[src/rtl/apb_requester.sv]
// apb_requester: single-channel APB requester that runs one command at a time through SETUP/ACCESS.
// Ports:
//   clk, rst                      clock and synchronous active-high reset
//   cmd_valid/cmd_ready           command handshake; cmd_write, cmd_addr, cmd_wdata describe it
//   rsp_valid/rsp_ready           response handshake; rsp_rdata, rsp_slverr, rsp_timeout describe it
//   psel, penable, pwrite         APB control
//   paddr, pwdata                 APB address and write data
//   prdata, pready, pslverr       APB completer returns
module apb_requester #(
    parameter int ADDR_W  = 32,
    parameter int DATA_W  = 32,
    parameter int TIMEOUT = 16
) (
    input  logic              clk,
    input  logic              rst,
    input  logic              cmd_valid,
    output logic              cmd_ready,
    input  logic              cmd_write,
    input  logic [ADDR_W-1:0] cmd_addr,
    input  logic [DATA_W-1:0] cmd_wdata,
    output logic              rsp_valid,
    input  logic              rsp_ready,
    output logic [DATA_W-1:0] rsp_rdata,
    output logic              rsp_slverr,
    output logic              rsp_timeout,
    output logic              psel,
    output logic              penable,
    output logic              pwrite,
    output logic [ADDR_W-1:0] paddr,
    output logic [DATA_W-1:0] pwdata,
    input  logic [DATA_W-1:0] prdata,
    input  logic              pready,
    input  logic              pslverr
);
    localparam int CW = TIMEOUT > 0 ? $clog2(TIMEOUT + 1) : 1;
    // Counter value on the last allowed wait cycle; this cycle aborts unless pready is high.
    localparam logic [CW-1:0] LAST = CW'(TIMEOUT > 0 ? TIMEOUT - 1 : 0);
    localparam logic [1:0] IDLE   = 2'd0;
    localparam logic [1:0] SETUP  = 2'd1;
    localparam logic [1:0] ACCESS = 2'd2;
    localparam logic [1:0] RESP   = 2'd3;
    logic [1:0]    state;
    logic [CW-1:0] wcnt;
    logic          expired;
    assign expired   = (TIMEOUT != 0) && (wcnt == LAST);
    assign cmd_ready = state == IDLE;
    assign rsp_valid = state == RESP;
    assign psel      = (state == SETUP) || (state == ACCESS);
    assign penable   = state == ACCESS;
    // paddr/pwrite/pwdata are the command registers themselves; pwdata only loads on writes
    // so it keeps the last written value through reads and idle.
    always_ff @(posedge clk) begin
        if (rst) begin
            state       <= IDLE;
            wcnt        <= '0;
            pwrite      <= 1'b0;
            paddr       <= '0;
            pwdata      <= '0;
            rsp_rdata   <= '0;
            rsp_slverr  <= 1'b0;
            rsp_timeout <= 1'b0;
        end else begin
            case (state)
                IDLE: if (cmd_valid) begin
                    pwrite <= cmd_write;
                    paddr  <= cmd_addr;
                    pwdata <= cmd_write ? cmd_wdata : pwdata;
                    wcnt   <= '0;
                    state  <= SETUP;
                end
                SETUP: state <= ACCESS;
                ACCESS: if (pready) begin
                    rsp_rdata   <= pwrite ? '0 : prdata;
                    rsp_slverr  <= pslverr;
                    rsp_timeout <= 1'b0;
                    state       <= RESP;
                end else if (expired) begin
                    rsp_rdata   <= '0;
                    rsp_slverr  <= 1'b1;
                    rsp_timeout <= 1'b1;
                    state       <= RESP;
                end else begin
                    wcnt <= (wcnt == '1) ? wcnt : wcnt + 1'b1;
                end
                RESP: if (rsp_ready) state <= IDLE;
                default: state <= IDLE;
            endcase
        end
    end
endmodule

[config.mk]
export PLATFORM = sky130hd
export DESIGN_NAME = apb_requester
export DESIGN_NICKNAME = d
export VERILOG_FILES = /design/src/rtl/apb_requester.sv
export SDC_FILE = /design/constraint.sdc
export NUM_CORES = 1
export LEC_CHECK = 0
export ABC_AREA = 1
export CELL_PAD_IN_SITES_DETAIL_PLACEMENT = 1
export CELL_PAD_IN_SITES_GLOBAL_PLACEMENT = 2
export CORE_ASPECT_RATIO = 0.75
export CORE_MARGIN = 8
export CORE_UTILIZATION = 20
export DETAILED_ROUTE_END_ITERATION = 10
export PLACE_DENSITY_LB_ADDON = 0.1
export SYNTH_ARGS = -nofsm -noshare
export SYNTH_HDL_FRONTEND = slang
export SYNTH_SLANG_ARGS = --single-unit
export TNS_END_PERCENT = 100
[constraint.sdc]
create_clock -name clk -period 1.64 [get_ports clk]
set_input_delay 0.328 -clock clk [delete_from_list [all_inputs] [get_ports clk]]
set_output_delay 0.328 -clock clk [all_outputs]
set_load 0.005 [all_outputs]
======== Word level (Yosys, flattened, before mapping) ========
Cells that the tools add are included.
W data, S select, Z words.
word-level totals
  flip-flop bits (word level) ............. 106
  bits of input ports ..................... 103
  output and inout bits ................... 103
  word-level logic and storage cells ...... 45
operators by class
  add/sub/neg operators ................... 1
  equality and inequality tests ........... 11
  muxes and demuxes ....................... 16
  reductions and logical operators ........ 9
operator list
  kind                   number
  $mux W32               3
  $mux W5                4
  $pmux W5 S2            1
  $mux W2                4
  $ne A2 B2 Y1 const B   4
  $pmux W2 S4            1
  $reduce_and A3 Y1      2
  $add A5 B1 Y5 const B  1
  $eq A5 B4 Y1 const B   1
  $eq A5 B5 Y1 const B   1
  $reduce_and A5 Y1      1
  $eq A2 B2 Y1 const B   2
  $reduce_and A2 Y1      2
  $reduce_bool A2 Y1     2
  $mux W1                3
  $ne A3 B1 Y1 const B   1
  $eq A2 B1 Y1 const B   1
  $logic_not A2 Y1       1
  $ne A2 B1 Y1 const B   1
  $logic_or A1 B1 Y1     1

======== Longest topological paths before layout ========
Gate-level depths: netlist of run 1.
  depth in word-level cells ............... 5
  gate-level depth with buffers ........... 11
  depth with buffers taken out ............ 11

======== Worst setup path after synthesis of run 1 ========
No wires, ideal clock.
  path type ............................... register -> register
  start point ............................. register wcnt[0]
  end point ............................... register wcnt[1]
  library setup time ...................... 116 ps
  arrival time ............................ 1,438 ps
  required time ........................... 1,524 ps
  path slack .............................. 86 ps
  cell stages (with the launch flop) ...... 11
  buffers on the path ..................... 0
  clock period less this slack ............ 1,554 ps
  path through ............................ dfxtp_1 > ha_1 > nand2_1 > nor2_1 > ha_1 > nand2_4 > nand2_4 > nor2_1 > nand2_1 > a21oi_1 > nor2_1
on the way
  word-level cells in the longest chain between the ends .. 5
  elaborated cells between the ends (all ways) .. 10
  classes of those cells .................. 1 x add/sub; 4 x eq/ne; 4 x mux; 1 x reduce/logical
RTL lines
  element                 RTL line  RTL
  from (decl)             43        logic [CW-1:0] wcnt;
  from (signal assigned)  83        wcnt <= (wcnt == '1) ? wcnt : wcnt + 1'b1;
  $add A5 B1 Y5           83
  $mux W5                 83
  $mux W5                 77        end else if (expired) begin
  $mux W5                 72        ACCESS: if (pready) begin
  $pmux W5 S2             63        case (state)
Several ways; a longest one is shown, not always the timed one. The select of a mux whose other input is x is not followed.
A chain may end at the register's enable or synchronous reset.

======== Worst setup path after layout of run 1 ========
  start point ............................. register rsp_rdata[5]
  end point ............................... output rsp_rdata[5]
RTL lines
  element                 RTL line  RTL
  from (decl)             23        output logic [DATA_W-1:0] rsp_rdata,
  from (signal assigned)  73        rsp_rdata <= pwrite ? '0 : prdata;
No word-level cell between the ends.

==> metrics.md, run 1 <==
| Metric | Value |
|---|---|
| R2R setup slack | 90 ps |
| Gate Count Post-Synth | 527 |
| Hold WC Path Type | primary input to flop |
| Most frequent cells after synthesis | dfxtp_1 (106), nor2_1 (88), nand2_1 (54) |
| Top-count cell post-synth | dfxtp_1 |
| Startpoint types | flop |
| H-tree level count | 3 |
| Initial antenna violation count | 0 |
| Total wire length | 17.9 mm |
| Crit path cell chain | clkdlybuf4s50_1 |
| Die W | 188 µm |
| Critical path's largest stage delay | 520 ps |
| Number of distinct library cells after synthesis | 24 |
| Worst IR drop on VDD | 0.418 mV |
| Largest net degree at the start of global routing | 41 |
| Max-slew violation count | 0 |
| IO Pins | 206 |
| Register area | 0.00213 mm² |
| DR WL/cell | 17.3 µm |
| Crit path required time | 1310 ps |
| RSZ-0062 raised after global routing | true |
| Crit-path slowest cell | clkdlybuf4s50_1 |
| Buffers & Inverters on Critical Path | 1 |
| Root Buffer | clkbuf_16 |
| Register area share after synthesis | 47.9% |
| Yosys top cell area share | 47.9% |
| Critical path class | flop to output pin |
| Top FF cell, synth | dfxtp_1 |
| Detail Placement HPWL | 12.4 mm |
| Clock-pin slew on the worst setup and hold paths | 80 ps |
| Initial core utilization | 20.2% |
| Final setup fails | 0 |
| Final setup TNS | 0 ps |
| Final worst-path cycle share | 96.3% |
| Gr ovfl total | 0 |
| Clock sinks | 106 |
| Status | finished clean |
| Via Count | 4394 |
| All-Layer GR Usage | 12.6% |
| DR pass1 iterations | 4 |
| Utilization after layout | 34.3% |
| Post-synth top area cell | dfxtp_1 |
| # nets final | 849 |
| Setup WS pre-CTS | -107 ps |
| Fraction of registers with async set/reset | 0% |
| Initial drt markers | 155 |
| Die area | 0.0272 mm² |
| Clk buf depth | 2 |
| Vias in the first global route | 4567 |
| CTS tree | built |
| CTS buffer count | 9 |
| Highest clock rate | 633 MHz |
| Area Growth Syn to Fin | 69.6% |
| Period minus WS final | 1580 ps |
| Worst path top cell family by delay | buffers and inverters |
| Vias per Instance | 4.24 |
| Residual DRC count | 0 |
| PD cells | 1280 mW/mm² |
| Worst Path Arrival | 1250 ps |
| Post-synth EDFFs | 0 |
| Layout cells sized above 1 | 19.4% |
| N_diodes | 0 |
| Hold buffer count at cts | 0 |
| GPL Wtd Cong | 0.717 |
| Final setup margin | 61.3 ps |
| Worst-Margin Slew | 398 ps |
| Synth Net Count | 637 |
| Synth Cell Area | 0.00443 mm² |
| Total of max-cap violations | 0 |
| DRT antenna net count | 0 |
| Fill count | 2539 |
| Critical Path End Type | output pin |
| DIE HEIGHT | 145 µm |
| Worst Skew | 12.5 ps |
| Crit Path Max Fanout | 2 |
| Rel. slew slack | 73.5% |
| Site Rows | 47 |
| Area of the multi-input gates | 0.00211 mm² |
| Syn. warnings | 0 |
| Final Hold Violating Endpoints | 0 |
| Cells taking the most area after synthesis | dfxtp_1 (48%), nor2_1 (7.5%), nand3_2 (6.3%) |
| Total Power | 0.00958 W |
| #FFs+latches synth | 106 |
| Worst-Skew Late Latency | 350 ps |
| First-pass GRT wire length | 27.2 mm |
| Leakage | 2.76 nW |
| Avg Synthesized Cell Area | 8.40 µm² |
| Port bufs | 205 |
| Placeable Area | 0.0219 mm² |
-- placed cells by master (no fill, tap or decap), types with 2 or more instances in the layout --
cell / n
ha_4: 5
nor2_4: 3
nand3_1: 37
nand2_4: 5
a21oi_1: 37
o21ai_1: 11
a21oi_2: 30
nand4_1: 7
inv_2: 5
o21ai_0: 51
clkbuf_16: 11
inv_1: 11
ha_1: 2
nand3_2: 31
nor2_1: 85
dfxtp_2: 3
bufinv_16: 2
buf_16: 2
nand2_8: 2
nand2_1: 52
buf_12: 9
clkdlybuf4s15_1: 2
clkdlybuf4s50_1: 199
buf_2: 3
dfxtp_1: 102
buf_6: 2
buf_4: 25
-- through the flow --
| step | instance area, µm² | instances | hold slack, ps |
|---|---|---|---|
| after floorplan | 4430 | 527 | 456 |
| after global placement | 6850 | 1008 | 454 |
| after detailed placement | 6850 | 1008 | 461 |
| after CTS | 7320 | 1031 | 384 |
| after global routing | 7510 | 1036 | 435 |
| final | 7510 | 1036 | 433 |
-- worst paths after layout --
check | from | endpoint | depth (start not counted)
max | rsp_rdata[5]$_SDFFE_PP0P_ | rsp_rdata[5] | 1
min | cmd_write | pwdata[24]$_SDFFE_PP0P_ | 3
min reg2reg | pwdata[1]$_SDFFE_PP0P_ | pwdata[1]$_SDFFE_PP0P_ | 2
max reg2reg | wcnt[0]$_SDFFE_PP0P_ | wcnt[2]$_SDFFE_PP0P_ | 11
-- sequential cells by signal (all words and copies together) (netlist names) --
register and count:
rsp_rdata 32, pwdata 32, rsp_timeout 1, state 2
pwrite 1, rsp_slverr 1, wcnt 5, paddr 32
-- worst register-to-register path, stage by stage, from the launching register on --
cell	delay, ps
dfxtp_4	360
ha_4	160
nand2_4	70
nor2_4	40
buf_4	140
ha_4	150
nand2_4	60
nand3_2	100
nor2_4	180
nand2_1	80
nand2_1	70
nor2_1	40
-- power by group --
part	internal (W)	switching (W)
logic	0.00202	0.00184
clock network	0.00132	0.000989
registers	0.00310	0.000302
-- logic make-up (layout without fill, tap and decap cells) --
family | Yosys count | in the layout | synth area share, %
adders and majority gates | 7 | 7 | 1.98
DFF | 106 | 106 | 47.9
and+or+nand+nor | 224 | 224 | 25.2
AOI/OAI and AO/OA | 129 | 129 | 16.9
buffers and inverters | 61 | 276 | 7.94
-- cell type report --
class	count	share of cell area (%)
Timing Repair Buffer	245	33.7
Tap cell	294	4.90
Sequential cell	106	28.3
Clock inverter	5	1.08
Clock buffer	9	3.00
Multi-Input combinational cell	360	28.0
Inverter	17	0.949
-- metal layers --
| metal | vias to the layer above | wire length (µm) | GRT usage (%) |
|---|---|---|---|
| li1 | 2175 | - | - |
| met1 | 2091 | 8440 | 16.3 |
| met2 | 118 | 8160 | 20.3 |
| met3 | 10 | 1120 | 4.17 |
| met4 | 0 | 140 | 2.73 |
| met5 | - | 0 | 0 |
-- timing repair --
item,in CTS,in global routing
endpoints found under the setup margin,36,98
gates cloned,2,2
pin swaps,5,9
gates resized for setup,28,28
setup buffers,7,3
Note: power is estimated with default switching activity, not from simulation.
==> inputs of run 2 (changes only) <==
- CORE_UTILIZATION: 20 -> 24
- clock period: 1.64 -> 1.83 ns (I/O delays scaled with it)
==> run 2 against run 1 <==
  * Routed wire length shrank 6.2%
  * Largest cell class unchanged
  * Critical path type unchanged
  * Worst hold slack gained 35 ps
  * Core utilization rose by 4.3 points
  * Sequential power fell by 11%
  * Largest power group is now registers
  * First-iteration DRC count increased by 39%
  * Total power decreased by 16%
  * Sequential share of layout area grew 1.7 points
  * Non-clock buffer count shrank 19
  * Critical endpoint is now psel
==> metrics.md, run 2 (synthesized netlist as in run 1, its figures left out) <==
| Metric | Value |
|---|---|
| Status | finished clean |
| NetSw | 0.00266 W (-15%) |
| Crit Path Max Fanout | 4 (+2) |
| Hold WC Path Type | flop to flop |
| Worst Skew | 8.87 ps (-3.62 ps) |
| Final Cell Area | 0.00708 mm² (-5.8%) |
| Internal power | 0.00537 W (-17%) |
| Die W | 173 µm (-8.0%) |
| DIE HEIGHT | 134 µm (-7.8%) |
| Worst path top cell family by delay | flip-flops |
| Worst IR drop on VDD | 0.405 mV (-3.0%) |
| Biggest regs | paddr: 32 flops, pwdata: 32 flops, rsp_rdata: 32 flops |
| Final setup fails | 0 (unchanged) |
| Layout cells sized above 1 | 15.2% (-4.2 points) |
| GPL Wtd Cong | 0.762 (+6.3%) |
| Vias per Instance | 4.47 (+5.5%) |
| Highest clock rate | 594 MHz |
| Most frequent cells in the layout | clkdlybuf4s50_1 (199), dfxtp_1 (104), nor2_1 (85), nand2_1 (54), o21ai_0 (52) |
| Crit-path slowest cell | dfxtp_2 |
| Crit path required time | 1460 ps (+150 ps) |
| DRT antenna net count | 0 (unchanged) |
| Total of max-cap violations | 0 (unchanged) |
| Total wire length | 16.8 mm (-6.2%) |
| Initial core utilization | 24.2% (+4.0 points) |
| Period minus WS final | 1680 ps |
| Worst Path Arrival | 1320 ps (+70 ps) |
| Part of the power in registers | 37.7% (+2.2 points) |
| Buffers & Inverters on Critical Path | 2 (+1) |
| Via Count | 4349 (-1.0%) |
| Placeable Area | 0.0183 mm² (-16%) |
| Root Buffer | clkbuf_16 |
| Detail Placement HPWL | 12.5 mm (+0.75%) |
| First-pass GRT wire length | 26.8 mm (-1.5%) |
| Initial drt markers | 215 (+39%) |
| # nets final | 830 (-2.2%) |
| Worst-Skew Late Latency | 350 ps (about the same) |
| Max-slew violation count | 0 (unchanged) |
| Setup WS pre-CTS | 65.3 ps (+172 ps) |
| Site Rows | 43 (-8.5%) |
| N_diodes | 0 (unchanged) |
| DR WL/cell | 17.2 µm (about the same) |
| Critical path class | flop to output pin |
| Leakage | 2.59 nW (-6.3%) |
| Clk buf depth | 2 (unchanged) |
| Sw Ratio | 33.1% (+0.40 points) |
| Area Growth Syn to Fin | 59.7% |
| Worst-Margin Slew | 623 ps (+225 ps) |
| Initial antenna violation count | 0 (unchanged) |
| Crit path cell chain | inv_1, ha_4, dlygate4sd2_1 |
| Final worst-path cycle share | 92.0% |
| Comb pwr share | 37.5% (-2.9 points) |
| Rel. slew slack | 58.5% (-15 points) |
| Largest net degree at the start of global routing | 52 (+27%) |
| Commonest non-fill, non-tap cell in the layout | clkdlybuf4s50_1 |
| Clock sinks | 106 (unchanged) |
| Vias in the first global route | 4669 (+2.2%) |
| CTS buffer count | 9 (unchanged) |
| Final Hold Violating Endpoints | 0 (unchanged) |
| Post-CTS setup buffer count | 0 (-7) |
| Placed Area | 0.00672 mm² (-1.9%) |
| Port bufs | 205 (unchanged) |
| Clock-pin slew on the worst setup and hold paths | 70 ps (about the same) |
| CTS tree | built |
| Residual DRC count | 0 (unchanged) |
| Gr ovfl total | 0 (unchanged) |
| Clk network pwr share | 24.8% (+0.7 points) |
| Startpoint types | flop |
| Final setup margin | 146 ps (+84.4 ps) |
| DR pass1 iterations | 4 (unchanged) |
| IO Pins | 206 (unchanged) |
| Critical Path End Type | output pin |
| Critical path's largest stage delay | 360 ps (-160 ps) |
| H-tree level count | 3 (unchanged) |
| All-Layer GR Usage | 14.4% (+1.8 points) |
| Die area | 0.0231 mm² (-15%) |
| PD cells | 1140 mW/mm² (-11%) |
## run 2: repair_timing
action | 4_1_cts | 5_1_grt
pin swaps | 0 | 1
cloned | 0 | 1
hold buffers | 0 | 0
setup endpoints to repair | 4 | 32
gates resized for setup | 9 | 6
## run 2: worst paths after layout
| check | slack (ps) | cells past startpoint | startpoint | endpoint |
|---|---|---|---|---|
| worst max-delay path | 150 | 3 | state[1]$_SDFFE_PP0P_ | psel |
| worst max register to register | 160 | 9 | wcnt[0]$_SDFFE_PP0P_ | rsp_rdata[17]$_SDFFE_PP0P_ |
| worst min register to register | 470 | 2 | pwdata[2]$_SDFFE_PP0P_ | pwdata[2]$_SDFFE_PP0P_ |
| worst min-delay path | 470 | 2 | pwdata[2]$_SDFFE_PP0P_ | pwdata[2]$_SDFFE_PP0P_ |
## run 2: stage by stage
stage / std cells / util [%] / total power, W / hold slack (ps) / TNS [ps]
after CTS: 971 / 38.4 / 0.00817 / 472 / 0
after floorplan: 527 / - / 0.00455 / 456 / 0
after global placement: 955 / 36.7 / 0.00603 / 453 / 0
after detailed placement: 955 / 36.7 / 0.00609 / 460 / 0
after global routing: 972 / 38.7 / 0.00863 / 484 / -22.9
final: 972 / 38.7 / 0.00803 / 468 / 0
## run 2: cell type report
type | instances | area, µm²
Clock buffer | 11 | 233
Clock inverter | 5 | 63.8
Fill cell | 2107 | 11200
Inverter | 17 | 63.8
Multi-Input combinational cell | 360 | 1990
Sequential cell | 106 | 2120
Tap cell | 247 | 309
Timing Repair Buffer | 226 | 2290
## run 2: worst min-delay path, delay by kind of cell (launching register included)
family	cells	cell delay, ps
AND/OR/NAND/NOR	1	60
flip-flops	1	310
AO/OA/AOI/OAI	1	50
## run 2: metal layers
layer  share of wire, %  global-route usage, %  vias to the layer above
li1                   -                      -                     2141
met1                 48                   18.3                     2087
met2                 45                   23.1                      111
met3                6.2                   4.95                       10
met4               0.89                   3.73                        0
met5                  0                      0                        -
## run 2: power by group through the flow
| stage | registers [W] | clock network (W) | logic [W] |
|---|---|---|---|
| after floorplan | 0.00307 | 0 | 0.00148 |
| after global placement | 0.00306 | 0 | 0.00297 |
| after detailed placement | 0.00307 | 0 | 0.00302 |
| after CTS | 0.00303 | 0.00210 | 0.00305 |
| after global routing | 0.00309 | 0.00219 | 0.00336 |
| final | 0.00303 | 0.00199 | 0.00302 |
==> inputs of run 3 (changes only) <==
- ABC_CLOCK_PERIOD_IN_PS: default -> 1830
- SLEW_MARGIN: default -> 20
==> results of run 3 <==
No change in the layout: final DEF, timing and power equal those of run 2.
